**src/rtl/ram_arb_pkg.sv**
```systemverilog
// Shared types and constants for the two-requester RAM arbiter.
package ram_arb_pkg;

  localparam int ADDR_W_DEF = 14;
  localparam int DATA_W_DEF = 16;

  typedef enum logic [1:0] {
    IDLE = 2'd0,
    G0   = 2'd1,
    G1   = 2'd2
  } arb_state_e;

  // Burst counter needs to hold 0..MAX_BURST-1, never narrower than one bit.
  function automatic int cnt_width(input int max_burst);
    return (max_burst <= 2) ? 1 : $clog2(max_burst);
  endfunction

endpackage

```
**src/rtl/ram_arbiter_if.sv**
```systemverilog
// Requester and RAM-side bus of the arbiter; slave = arbiter view, master = environment view.
interface ram_arbiter_if #(
  parameter int ADDR_W = ram_arb_pkg::ADDR_W_DEF,
  parameter int DATA_W = ram_arb_pkg::DATA_W_DEF
);
  logic              req0, req1;
  logic              we0, we1;
  logic [ADDR_W-1:0] addr0, addr1;
  logic [DATA_W-1:0] wdata0, wdata1;
  logic              gnt0, gnt1;
  logic              rvalid0, rvalid1;
  logic [DATA_W-1:0] rdata0, rdata1;
  logic [ADDR_W-1:0] ram_address;
  logic [DATA_W-1:0] ram_in;
  logic              ram_load;
  logic [DATA_W-1:0] ram_out;

  modport slave (
    input  req0, req1, we0, we1, addr0, addr1, wdata0, wdata1, ram_out,
    output gnt0, gnt1, rvalid0, rvalid1, rdata0, rdata1, ram_address, ram_in, ram_load
  );

  modport master (
    output req0, req1, we0, we1, addr0, addr1, wdata0, wdata1, ram_out,
    input  gnt0, gnt1, rvalid0, rvalid1, rdata0, rdata1, ram_address, ram_in, ram_load
  );
endinterface

```
**src/rtl/ram_arb_rport.sv**
```systemverilog
// Per-requester read-return register: captures RAM data on the edge that ends a read beat.
module ram_arb_rport #(
  parameter int DATA_W = ram_arb_pkg::DATA_W_DEF
) (
  input  logic              clk,
  input  logic              rst_n,
  input  logic              rd_en_i,
  input  logic [DATA_W-1:0] rdata_i,
  output logic              rvalid_o,
  output logic [DATA_W-1:0] rdata_o
);
  logic              rvalid_q;
  logic [DATA_W-1:0] rdata_q;

  always_ff @(posedge clk or negedge rst_n) begin
    if (!rst_n) begin
      rvalid_q <= 1'b0;
      rdata_q  <= '0;
    end else begin
      rvalid_q <= rd_en_i;
      if (rd_en_i) rdata_q <= rdata_i;
    end
  end

  assign rvalid_o = rvalid_q;
  assign rdata_o  = rdata_q;
endmodule

```
**src/rtl/ram_arbiter.sv**
```systemverilog
// Round-robin arbiter sharing one single-port RAM between the CPU (req 0) and DMA (req 1),
// with bounded bursts under contention and registered read return.
module ram_arbiter
  import ram_arb_pkg::*;
#(
  parameter int ADDR_W    = ADDR_W_DEF,
  parameter int DATA_W    = DATA_W_DEF,
  parameter int MAX_BURST = 4
) (
  input  logic          clk,
  input  logic          rst_n,
  ram_arbiter_if.slave  bus
);
  localparam int            CW       = cnt_width(MAX_BURST);
  localparam logic [CW-1:0] CNT_LAST = CW'(MAX_BURST - 1);

  arb_state_e    state_q;
  logic [CW-1:0] cnt_q;
  logic          last_q;
  logic          beat0, beat1;

  assign beat0 = (state_q == G0) && bus.req0;
  assign beat1 = (state_q == G1) && bus.req1;

  always_comb begin
    bus.ram_address = '0;
    bus.ram_in      = '0;
    bus.ram_load    = 1'b0;
    if (beat0) begin
      bus.ram_address = bus.addr0;
      bus.ram_in      = bus.wdata0;
      bus.ram_load    = bus.we0 & rst_n;
    end else if (beat1) begin
      bus.ram_address = bus.addr1;
      bus.ram_in      = bus.wdata1;
      bus.ram_load    = bus.we1 & rst_n;
    end
  end

  assign bus.gnt0 = (state_q == G0);
  assign bus.gnt1 = (state_q == G1);

  // Tie from IDLE goes to whichever requester was not served last.
  always_ff @(posedge clk or negedge rst_n) begin
    if (!rst_n) begin
      state_q <= IDLE;
      cnt_q   <= '0;
      last_q  <= 1'b1;
    end else begin
      case (state_q)
        IDLE: begin
          if (bus.req0 && (!bus.req1 || last_q)) begin
            state_q <= G0;
            last_q  <= 1'b0;
            cnt_q   <= '0;
          end else if (bus.req1) begin
            state_q <= G1;
            last_q  <= 1'b1;
            cnt_q   <= '0;
          end
        end
        G0: begin
          if (!bus.req0) begin
            state_q <= bus.req1 ? G1 : IDLE;
            last_q  <= bus.req1 ? 1'b1 : last_q;
            cnt_q   <= '0;
          end else if (bus.req1 && cnt_q == CNT_LAST) begin
            state_q <= G1;
            last_q  <= 1'b1;
            cnt_q   <= '0;
          end else if (cnt_q != CNT_LAST) begin
            cnt_q <= cnt_q + 1'b1;
          end
        end
        G1: begin
          if (!bus.req1) begin
            state_q <= bus.req0 ? G0 : IDLE;
            last_q  <= bus.req0 ? 1'b0 : last_q;
            cnt_q   <= '0;
          end else if (bus.req0 && cnt_q == CNT_LAST) begin
            state_q <= G0;
            last_q  <= 1'b0;
            cnt_q   <= '0;
          end else if (cnt_q != CNT_LAST) begin
            cnt_q <= cnt_q + 1'b1;
          end
        end
        default: state_q <= IDLE;
      endcase
    end
  end

  ram_arb_rport #(.DATA_W(DATA_W)) u_rport0 (
    .clk      (clk),
    .rst_n    (rst_n),
    .rd_en_i  (beat0 & ~bus.we0),
    .rdata_i  (bus.ram_out),
    .rvalid_o (bus.rvalid0),
    .rdata_o  (bus.rdata0)
  );

  ram_arb_rport #(.DATA_W(DATA_W)) u_rport1 (
    .clk      (clk),
    .rst_n    (rst_n),
    .rd_en_i  (beat1 & ~bus.we1),
    .rdata_i  (bus.ram_out),
    .rvalid_o (bus.rvalid1),
    .rdata_o  (bus.rdata1)
  );
endmodule

```
**src/flat_wrapper.sv**
```systemverilog
// flat-port wrapper written by rule: the top's interface ports become plain ports
module ram_arbiter_flat import ram_arb_pkg::*;
#(
  parameter int ADDR_W    = ADDR_W_DEF,
  parameter int DATA_W    = DATA_W_DEF,
  parameter int MAX_BURST = 4
)
  (clk, rst_n, bus_req0, bus_req1, bus_we0, bus_we1, bus_addr0, bus_addr1, bus_wdata0, bus_wdata1, bus_ram_out, bus_gnt0, bus_gnt1, bus_rvalid0, bus_rvalid1, bus_rdata0, bus_rdata1, bus_ram_address, bus_ram_in, bus_ram_load);
  ram_arbiter_if #(.ADDR_W(ADDR_W), .DATA_W(DATA_W)) bus_i ();
  input  logic clk;
  input  logic rst_n;
  input wire logic [$bits(bus_i.req0)-1:0] bus_req0;
  input wire logic [$bits(bus_i.req1)-1:0] bus_req1;
  input wire logic [$bits(bus_i.we0)-1:0] bus_we0;
  input wire logic [$bits(bus_i.we1)-1:0] bus_we1;
  input wire logic [$bits(bus_i.addr0)-1:0] bus_addr0;
  input wire logic [$bits(bus_i.addr1)-1:0] bus_addr1;
  input wire logic [$bits(bus_i.wdata0)-1:0] bus_wdata0;
  input wire logic [$bits(bus_i.wdata1)-1:0] bus_wdata1;
  input wire logic [$bits(bus_i.ram_out)-1:0] bus_ram_out;
  output wire logic [$bits(bus_i.gnt0)-1:0] bus_gnt0;
  output wire logic [$bits(bus_i.gnt1)-1:0] bus_gnt1;
  output wire logic [$bits(bus_i.rvalid0)-1:0] bus_rvalid0;
  output wire logic [$bits(bus_i.rvalid1)-1:0] bus_rvalid1;
  output wire logic [$bits(bus_i.rdata0)-1:0] bus_rdata0;
  output wire logic [$bits(bus_i.rdata1)-1:0] bus_rdata1;
  output wire logic [$bits(bus_i.ram_address)-1:0] bus_ram_address;
  output wire logic [$bits(bus_i.ram_in)-1:0] bus_ram_in;
  output wire logic [$bits(bus_i.ram_load)-1:0] bus_ram_load;
  assign bus_i.req0 = bus_req0;
  assign bus_i.req1 = bus_req1;
  assign bus_i.we0 = bus_we0;
  assign bus_i.we1 = bus_we1;
  assign bus_i.addr0 = bus_addr0;
  assign bus_i.addr1 = bus_addr1;
  assign bus_i.wdata0 = bus_wdata0;
  assign bus_i.wdata1 = bus_wdata1;
  assign bus_i.ram_out = bus_ram_out;
  assign bus_gnt0 = bus_i.gnt0;
  assign bus_gnt1 = bus_i.gnt1;
  assign bus_rvalid0 = bus_i.rvalid0;
  assign bus_rvalid1 = bus_i.rvalid1;
  assign bus_rdata0 = bus_i.rdata0;
  assign bus_rdata1 = bus_i.rdata1;
  assign bus_ram_address = bus_i.ram_address;
  assign bus_ram_in = bus_i.ram_in;
  assign bus_ram_load = bus_i.ram_load;
  ram_arbiter #(.ADDR_W(ADDR_W), .DATA_W(DATA_W), .MAX_BURST(MAX_BURST)) u_core (.clk(clk), .rst_n(rst_n), .bus(bus_i));
endmodule
```
**config.mk**
```make
export PLATFORM = sky130hd
export DESIGN_NAME = ram_arbiter_flat
export DESIGN_NICKNAME = d
export VERILOG_FILES = /design/src/rtl/ram_arb_pkg.sv /design/src/rtl/ram_arbiter_if.sv /design/src/rtl/ram_arb_rport.sv /design/src/rtl/ram_arbiter.sv /design/src/flat_wrapper.sv
export SDC_FILE = /design/constraint.sdc
export NUM_CORES = 1
export LEC_CHECK = 0
export CORE_UTILIZATION = 32
export CTS_BUF_LIST = sky130_fd_sc_hd__clkbuf_4
export CTS_CLUSTER_SIZE = 14
export DETAILED_ROUTE_END_ITERATION = 10
export GPL_ROUTABILITY_DRIVEN = 1
export PLACE_DENSITY = 0.78
export RECOVER_POWER = 25
export SLEW_MARGIN = 20
export SYNTH_ARGS = -nofsm -noshare
export SYNTH_HDL_FRONTEND = slang
export SYNTH_HIERARCHICAL = 1
export SYNTH_SLANG_ARGS = --single-unit
```
**constraint.sdc**
```tcl
create_clock -name clk -period 1.95 [get_ports clk]
set_clock_uncertainty 0.1 [all_clocks]
set_input_delay 0.585 -clock clk [delete_from_list [all_inputs] [get_ports clk]]
set_output_delay 0.585 -clock clk [all_outputs]
set_load 0.02 [all_outputs]
```
# == Word level (Yosys, flattened, before mapping) ==
# Cells that the tools add are included.
# W data, S select, Z words.
# classes
addsub,1
n_eq_ne,8
n_mux,31
n_reduce_logical,12
bitwise,6
# ops
cell,count
$mux W16,2
$mux W14,2
$mux W2,14
$pmux W2 S3,2
$mux W1,10
$ne A3 B2 Y1 const B,3
$logic_and A1 B1 Y1,5
$and A1 B1 Y1,4
$eq A2 B2 Y1 const B,2
$reduce_and A4 Y1,1
$ne A3 B3 Y1 const B,1
$pmux W1 S3,1
$reduce_and A3 Y1,1
$reduce_bool A3 Y1,1
$add A2 B1 Y2 const B,1
$eq A2 B1 Y1 const B,1
$logic_not A2 Y1,1
$ne A2 B2 Y1 const B,1
$not A1 Y1,2
$reduce_and A2 Y1,1
$logic_not A1 Y1,1
$logic_or A1 B1 Y1,1
# totals
wordCells,65
in_bits,82
reg_bits,39
out_inout_bits,67

# == Depth between registers and ports, before layout ==
# Gate-level depths: netlist of the first run.
# logic_depth
ltp_word,5
mapped_depth,7
depth_no_buf,6

# == Hierarchy ==
# The synthesis of the first run kept the hierarchy.
# by_module_without_submodules
mod,area_per_inst_um2,n_inst,cells_per_inst
ram_arb_rport,674.4,2,35
ram_arbiter,718.2,1,84

# == Least setup slack after synthesis of the first run ==
# Ideal clock, no wire load.
# synth_timing
path_kind,register -> output
startpoint,register u_core.state_q[1]
endpoint,output bus_ram_address[0]
arrival_ns,1.592
setup_slack_ns,-0.327
path_stages_with_launch,8
t_required_ns,1.265
cell_sequence,dfrtp_1 inv_1 ha_1 and2_1 buf_2 nor2_2 buf_2 a22o_1
# synth_between
word_cells_on_any_way,6
classes_between,eq/ne: 2; mux: 2; reduce/logical: 2
# synth_lines
element,line,source
"start, declared",ram_arbiter.sv:17,arb_state_e state_q;
"start signal, assigned",ram_arbiter.sv:64,state_q <= bus.req1 ? G1 : IDLE;
"start signal, assigned",ram_arbiter.sv:77,state_q <= bus.req0 ? G0 : IDLE;
$eq A2 B1 Y1,-,
named net bus_gnt0,flat_wrapper.sv:21,output wire logic [$bits(bus_i.gnt0)-1:0] bus_gnt0;
$logic_and A1 B1 Y1,ram_arbiter.sv:22,assign beat0 = (state_q == G0) && bus.req0;
$mux W14,ram_arbiter.sv:29,if (beat0) begin
"end, declared",flat_wrapper.sv:27,output wire logic [$bits(bus_i.ram_address)-1:0] bus_ram_address;
# The timed path passes the listed nets, and every way through them passes these cells.

# == Final worst setup path of the first run ==
# layout_timing
startpoint,register u_core.state_q[0]
endpoint,output bus_ram_in[2]
# layout_between
elab_chain_cells,4
word_cells_on_any_way,6
classes_between,eq/ne: 2; mux: 2; reduce/logical: 2
# layout_rtl
element,line,source
$eq A2 B2 Y1,ram_arbiter.sv:23,assign beat1 = (state_q == G1) && bus.req1;
$logic_and A1 B1 Y1,ram_arbiter.sv:23,
$mux W16,ram_arbiter.sv:33,end else if (beat1) begin
$mux W16 *,ram_arbiter.sv:29,
"end, declared",flat_wrapper.sv:28,output wire logic [$bits(bus_i.ram_in)-1:0] bus_ram_in;
# Every way passes the cells marked *; elsewhere a longest branch is shown, timed or not.

==> results of run 1 <==
-- power by group through the flow --
stage / sequential, mW / clock, mW / combinational (mW)
floorplan: 1.84 / 0 / 1.59
global placement: 1.43 / 0 / 3.40
detailed placement: 1.46 / 0 / 3.45
CTS: 1.42 / 0.397 / 3.67
global route: 1.46 / 0.430 / 3.85
finish: 1.41 / 0.377 / 3.64
-- metrics by stage --
stage	instances	total power, mW
floorplan	154	3.429
global placement	384	4.834
detailed placement	384	4.908
CTS	408	5.486
global route	407	5.740
finish	407	5.435
-- worst min path at each step --
| stage | startpoint | endpoint | cells after the start |
|---|---|---|---|
| 2_1_floorplan | rst_n | u_core/cnt_q[0]$_DFFE_PN0P_ | 0 |
| 3_3_place_gp | u_core/u_rport1/rdata_o[15]$_DFFE_PN0P_ | u_core/u_rport1/rdata_o[15]$_DFFE_PN0P_ | 1 |
| 3_5_place_dp | u_core/u_rport1/rdata_o[5]$_DFFE_PN0P_ | u_core/u_rport1/rdata_o[5]$_DFFE_PN0P_ | 1 |
| 4_1_cts | rst_n | u_core/u_rport1/rdata_o[2]$_DFFE_PN0P_ | 2 |
| 5_1_grt | u_core/u_rport0/rdata_o[0]$_DFFE_PN0P_ | u_core/u_rport0/rdata_o[0]$_DFFE_PN0P_ | 1 |
| 6_report | rst_n | u_core/u_rport1/rvalid_o$_DFF_PN0_ | 2 |
-- flip-flops by register name, summed over array words and instances (netlist names) --
name                      count
u_core/cnt_q                  2
u_core/last_q                 1
u_core/state_q                2
u_core/u_rport0/rdata_o      16
u_core/u_rport0/rvalid_o      1
u_core/u_rport1/rdata_o      16
u_core/u_rport1/rvalid_o      1
-- logic make-up (layout without fill, tap and decap cells) --
| group | Yosys count | count (layout) | share of synthesized area |
|---|---|---|---|
| AOI/OAI and AO/OA | 43 | 43 | 0.1725 |
| adders and majority gates | 4 | 4 | 0.02421 |
| buffers and inverters | 15 | 193 | 0.05448 |
| muxes | 36 | 36 | 0.2337 |
| and+or+nand+nor | 17 | 17 | 0.04237 |
| DFF | 39 | 39 | 0.4728 |
-- cells in the mapped netlist, drive strengths merged, types with 2 or more instances --
cell type and number:
nand2b 3, mux2 35, inv 4, nor2 4, and3 2, dfrtp 38
a22o 30, buf 11, nor2b 2, ha 4, a21oi 6, nand2 4
-- worst max-delay path: stages (launching register included) --
cell                      delay (ns)
sky130_fd_sc_hd__dfrtp_1        0.44
sky130_fd_sc_hd__ha_4           0.17
sky130_fd_sc_hd__and2_4         0.17
sky130_fd_sc_hd__buf_6          0.13
sky130_fd_sc_hd__buf_6          0.13
sky130_fd_sc_hd__buf_16         0.14
sky130_fd_sc_hd__a22o_4         0.24
sky130_fd_sc_hd__buf_6          0.13
-- what timing repair did --
action / in CTS / in global routing
cloned: 5 / 0
resized for setup: 248 / 3
endpoints found under the setup margin: 67 / 34
setup buffers: 13 / 1
endpoints found under the hold margin: 0 / 0
pin swaps: 19 / 0
-- final cells by class --
class / instances / area, um2 / share of cell area
sequential: 39 / 977.2 / 0.2258
clock inverter: 2 / 8.758 / 0.002024
tap: 75 / 93.84 / 0.02168
inverter: 4 / 17.52 / 0.004047
timing repair buffer: 182 / 1903 / 0.4397
clock buffer: 5 / 37.54 / 0.008673
multi-input combinational: 100 / 1290 / 0.2981
-- per-layer routing --
metal / GRT usage / part of all wire / vias to the layer above
li1: - / - / 934
met1: 0.2298 / 0.36 / 968
met2: 0.4223 / 0.55 / 72
met3: 0.04286 / 0.078 / 6
met4: 0.05439 / 0.0097 / 0
met5: 0 / 0 / -
==> run summary, run 1 <==
- **core region area** 6061 um2
- **Tcrit/Tclk final** 1.315
- **worst flop-to-flop path startpoint** u_core/state_q[0]$_DFFE_PN0P_
- **worst slew margin relative to its limit** 0.3645
- **vias in the first global route** 2083
- **startpoint type of the worst setup path** register
- **first-pass iteration count of the detailed router** 6
- **pin count of the biggest net entering global routing** 40
- **share of synthesized registers carrying an async set or reset** 1.000
- **leading cell types in the layout, fill and taps excluded** sky130_fd_sc_hd__clkdlybuf4s50_1 (78), sky130_fd_sc_hd__dfrtp_1 (38), sky130_fd_sc_hd__buf_6 (37)
- **min setup slack post-route** -0.6140 ns
- **endpoint required time on the critical path** 1.26 ns
- **cell count after synthesis** 154
- **Power Internal** 3.342 mW
- **Critical Path Sink Type** output port
- **diode count** 0
- **fraction of the core area covered by cells at the end of the flow** 0.7141
- **gr ovfl total** 0
- **total placed instance area** 4028 um2
- **hold buffer count at cts** 0
- **final layout net count** 418
- **warnings from Yosys** 6
- **P per Cell Area** 1256 nW/um2
- **overall global routing resource usage** 0.2146
- **Max Cap Violations** 0
- **worst-margin pin slew** 0.9533 ns
- **WL per Instance** 17.52 um
- **aggregate negative setup slack** -18.01 ns
- **result of the run** complete, but fails checks
- **Flop pwr share** 0.260
- **initial antenna violation count** 0
- **maximum buffer depth of the clock tree** 2
- **Die Footprint** 6785 um2
- **Critical path origin** u_core/state_q[0]$_DFFE_PN0P_
- **endpoint of the most critical register-to-register path** u_core/state_q[1]$_DFFE_PN0P_
- **H-tree Lvls** 2
- **Most used DFF post-synth** sky130_fd_sc_hd__dfrtp_1
- **most area-consuming cells after synthesis** sky130_fd_sc_hd__dfrtp_1 (46%), sky130_fd_sc_hd__mux2_4 (15%), sky130_fd_sc_hd__a22o_1 (13%)
- **data arrival time at the worst-slack endpoint** 1.88 ns
- **violated checks** negative setup slack
- **number of enable flip-flop cells after synthesis** 0
- **Mean Syn Cell Area** 13.42 um2
- **register-to-register setup slack** 0.05 ns
- **total wirelength of the detailed-routed design** 7.130 mm
- **CTS buffer count** 5
- **Post-Synthesis Cell Area** 2067 um2
- **Net Sw Power** 2.092 mW
- **number of DRC markers in iteration 0** 29
- **count of boundary I/O pins** 149
- **unrepaired setup endpoints after global routing** yes
- **routability cong.** 0.8129
- **r2r worst-path depth** 9
- **cell type with the highest aggregate area in the netlist** sky130_fd_sc_hd__dfrtp_1
- **number of routed nets with antenna violations** 0
- **count of port buffers added during placement** 148
- **final cell area excluding filler cells** 4328 um2
- **most frequent standard cell in the layout excluding fill and tap cells** sky130_fd_sc_hd__clkdlybuf4s50_1
- **Starting Density** 0.3410
- **clock sink count** 39
- **sw frac** 0.3850
- **Cell variety after synth** 28
- **max-slew violations** 0
- **fraction of synthesized cell area taken by the top area cell type** 0.4600
- **hold slack final** 0.3860 ns
- **flip-flop and latch count after synthesis** 39
- **width of the die** 82.37 um
- **Die Y-Extent** 82.37 um
- **final hold violations** 0
- **FMAX** 390.0 MHz
- **buffer cell driving the clock tree root** sky130_fd_sc_hd__clkbuf_4
- **path class of the lowest-slack min-delay path** primary input to async pin
- **clock edge transition at the registers on the reported setup and hold paths** 0.11 ns
- **post-synth net total** 240
- **Residual DRC** 0
- **growth of design area from synthesis to finish** 109.4%
- **Clk Latency, worst-skew pair** 0.33 ns
- **Setup crit end** bus_ram_in[2]
- **Setup Slack @ Placement** -1.128 ns
- **fraction of final layout cells sized beyond drive strength 1** 0.4639
- **routed via count divided by cell count** 4.865
- **combinational cell fraction of total power** 0.670
- **final setup fails** 32
- **worst supply voltage drop on vdd** 864.3 uV
- **TritonCTS clock tree** built
- **sequential fraction of the synthesis area** 0.4728
- **total number of vias** 1980
- **post-route minimum period** 2.564 ns
- **site row count** 28
- **Clk network pwr share** 0.069
- **highest net fanout along the worst path** 7
- **HPWL Detailed** 5.106 mm
- **number of fill cells in the layout** 466
- **leakage power** 2.046 nW
- **start-to-end type of the worst setup path** register to output port
- **first-pass GRT wire length** 10.54 mm
No activity file was read; power rests on OpenSTA's default activity.
==> run 2, diff against run 1 <==
--- a/config.mk
+++ b/config.mk
@@ -10,6 +10,7 @@
 export CTS_CLUSTER_SIZE = 14
 export DETAILED_ROUTE_END_ITERATION = 10
 export GPL_ROUTABILITY_DRIVEN = 1
+export MAX_ROUTING_LAYER = met4
 export PLACE_DENSITY = 0.78
 export RECOVER_POWER = 25
 export SLEW_MARGIN = 20
==> run summary, run 2 (synthesis results as in run 1) <==
- **result of the run** complete, but fails checks
- **violated checks** negative setup slack
- **clock sink count** 39
- **leakage power** 2.046 nW
- **CTS buffer count** 5
- **gr ovfl total** 0
- **WL per Instance** 17.58 um
- **worst path cell trace** ha_4, and2_4, buf_6, buf_6, buf_12, a22o_4, buf_6
- **max-slew violations** 0
- **pin count of the biggest net entering global routing** 40
- **number of routed nets with antenna violations** 0
- **vias in the first global route** 2083
- **count of port buffers added during placement** 148
- **final cell area excluding filler cells** 4328 um2
- **initial antenna violation count** 0
- **final setup fails** 32
- **TritonCTS clock tree** built
- **worst-margin pin slew** 0.9502 ns
- **hold slack final** 0.3828 ns
- **clock edge transition at the registers on the reported setup and hold paths** 0.11 ns
- **diode count** 0
- **HPWL Detailed** 5.106 mm
- **highest net fanout along the worst path** 8
- **H-tree Lvls** 2
- **Critical Path Sink Type** output port
- **path class of the lowest-slack min-delay path** primary input to async pin
- **hold buffer count at cts** 0
- **endpoint required time on the critical path** 1.26 ns
- **final hold violations** 0
- **final layout net count** 418
- **fraction of final layout cells sized beyond drive strength 1** 0.4639
- **first-pass iteration count of the detailed router** 6
- **total placed instance area** 4028 um2
- **routed length on met1** 2.625 mm
- **overall global routing resource usage** 0.2208
- **start-to-end type of the worst setup path** register to output port
- **startpoint type of the worst setup path** register
- **width of the die** 82.37 um
- **number of fill cells in the layout** 466
- **worst slew margin relative to its limit** 0.3665
- **maximum buffer depth of the clock tree** 2
- **worst flop-to-flop path startpoint** u_core/state_q[0]$_DFFE_PN0P_
- **routed via count divided by cell count** 4.880
- **Die Y-Extent** 82.37 um
- **FMAX** 389.4 MHz
- **growth of design area from synthesis to finish** 109.4%
- **P per Cell Area** 1257 nW/um2
- **most prevalent standard cell on the critical path** sky130_fd_sc_hd__buf_6
- **worst supply voltage drop on vdd** 864.4 uV
- **total number of vias** 1986
- **top routing layer used** met4
- **largest stage delay on the critical path** 0.44 ns
- **Die Footprint** 6785 um2
- **post-route minimum period** 2.568 ns
- **leading cell types in the layout, fill and taps excluded** sky130_fd_sc_hd__clkdlybuf4s50_1 (78), sky130_fd_sc_hd__dfrtp_1 (38), sky130_fd_sc_hd__buf_6 (37)
- **number of DRC markers in iteration 0** 35
- **Starting Density** 0.3410
- **first-pass GRT wire length** 10.54 mm
- **buffer cell driving the clock tree root** sky130_fd_sc_hd__clkbuf_4
- **Residual DRC** 0
- **unrepaired setup endpoints after global routing** yes
- **wire length on met2** 3.906 mm
- **Critical path origin** u_core/state_q[0]$_DFFE_PN0P_
- **Tcrit/Tclk final** 1.317
- **detailed route wirelength on metal3** 545 um
- **Worst path slowest cell** sky130_fd_sc_hd__dfrtp_1
- **data arrival time at the worst-slack endpoint** 1.88 ns
- **core region area** 6061 um2
- **min setup slack post-route** -0.6178 ns
- **most frequent standard cell in the layout excluding fill and tap cells** sky130_fd_sc_hd__clkdlybuf4s50_1
- **Clk Latency, worst-skew pair** 0.33 ns
- **site row count** 28
- **count of boundary I/O pins** 149
- **total wirelength of the detailed-routed design** 7.156 mm
- **Max Cap Violations** 0
- **routability cong.** 0.8250
==> run 2: cell counts in the layout (fill, tap and decap cells not counted) <==
No cell type changed its count.
==> run 2: final cells by class <==
class / instances / area [um2] / area share
sequential: 39 / 977.2 / 0.2258
timing repair buffer: 182 / 1903 / 0.4397
clock inverter: 2 / 8.758 / 0.002024
clock buffer: 5 / 37.54 / 0.008673
inverter: 4 / 17.52 / 0.004047
tap: 75 / 93.84 / 0.02168
multi-input combinational: 100 / 1290 / 0.2981
==> run 2: final timing paths <==
check	depth (start not counted)	slack (ns)	endpoint
min in group clk	1	0.41	u_core/u_rport0/rdata_o[0]$_DFFE_PN0P_
hold / removal	2	0.38	u_core/u_rport1/rvalid_o$_DFF_PN0_
hold reg to reg	1	0.41	u_core/u_rport0/rdata_o[0]$_DFFE_PN0P_
setup / recovery	7	-0.62	bus_ram_in[1]
setup reg to reg	9	0.04	u_core/state_q[1]$_DFFE_PN0P_
max in group asynchronous	2	0.78	u_core/u_rport1/rdata_o[12]$_DFFE_PN0P_
==> run 2: report_power, final <==
group | total, mW | internal [mW] | switching (mW)
combinational | 3.65 | 2.02 | 1.63
clock | 0.378 | 0.128 | 0.250
sequential | 1.41 | 1.20 | 0.218
total | 5.44 | 3.34 | 2.10
==> run 2: timing repair <==
action | 4_1_cts | 5_1_grt
pin swaps | 19 | 0
setup endpoints to repair | 67 | 34
cloned | 5 | 0
hold endpoints to repair | 0 | 0
resized for setup | 248 | 3
setup buffers | 13 | 1
==> run 2: critical path, delay by kind of cell (launching register included) <==
family | cells | cell delay, ns
AO/OA/AOI/OAI | 1 | 0.24
adder cells (fa/ha/maj) | 1 | 0.17
buffers and inverters | 4 | 0.53
flip-flops | 1 | 0.44
AND/OR/NAND/NOR | 1 | 0.17
==> run 2: metrics by stage <==
step / std cells / TNS, ns / worst slack, ns / utilization / power [mW]
2_1_floorplan: 154 / -2.969 / -0.1006 / - / 3.429
3_3_place_gp: 384 / -44.53 / -1.111 / 0.6645 / 4.834
3_5_place_dp: 384 / -45.25 / -1.128 / 0.6645 / 4.908
4_1_cts: 408 / -18.41 / -0.6304 / 0.7161 / 5.486
5_1_grt: 407 / -20.28 / -0.6744 / 0.7141 / 5.742
6_report: 407 / -18.10 / -0.6178 / 0.7141 / 5.438
==> run 2: layer usage <==
metal,vias up,global-route usage
li1,932,-
met1,975,0.2312
met2,73,0.4207
met3,6,0.04176
met4,0,0.05614
met5,-,-
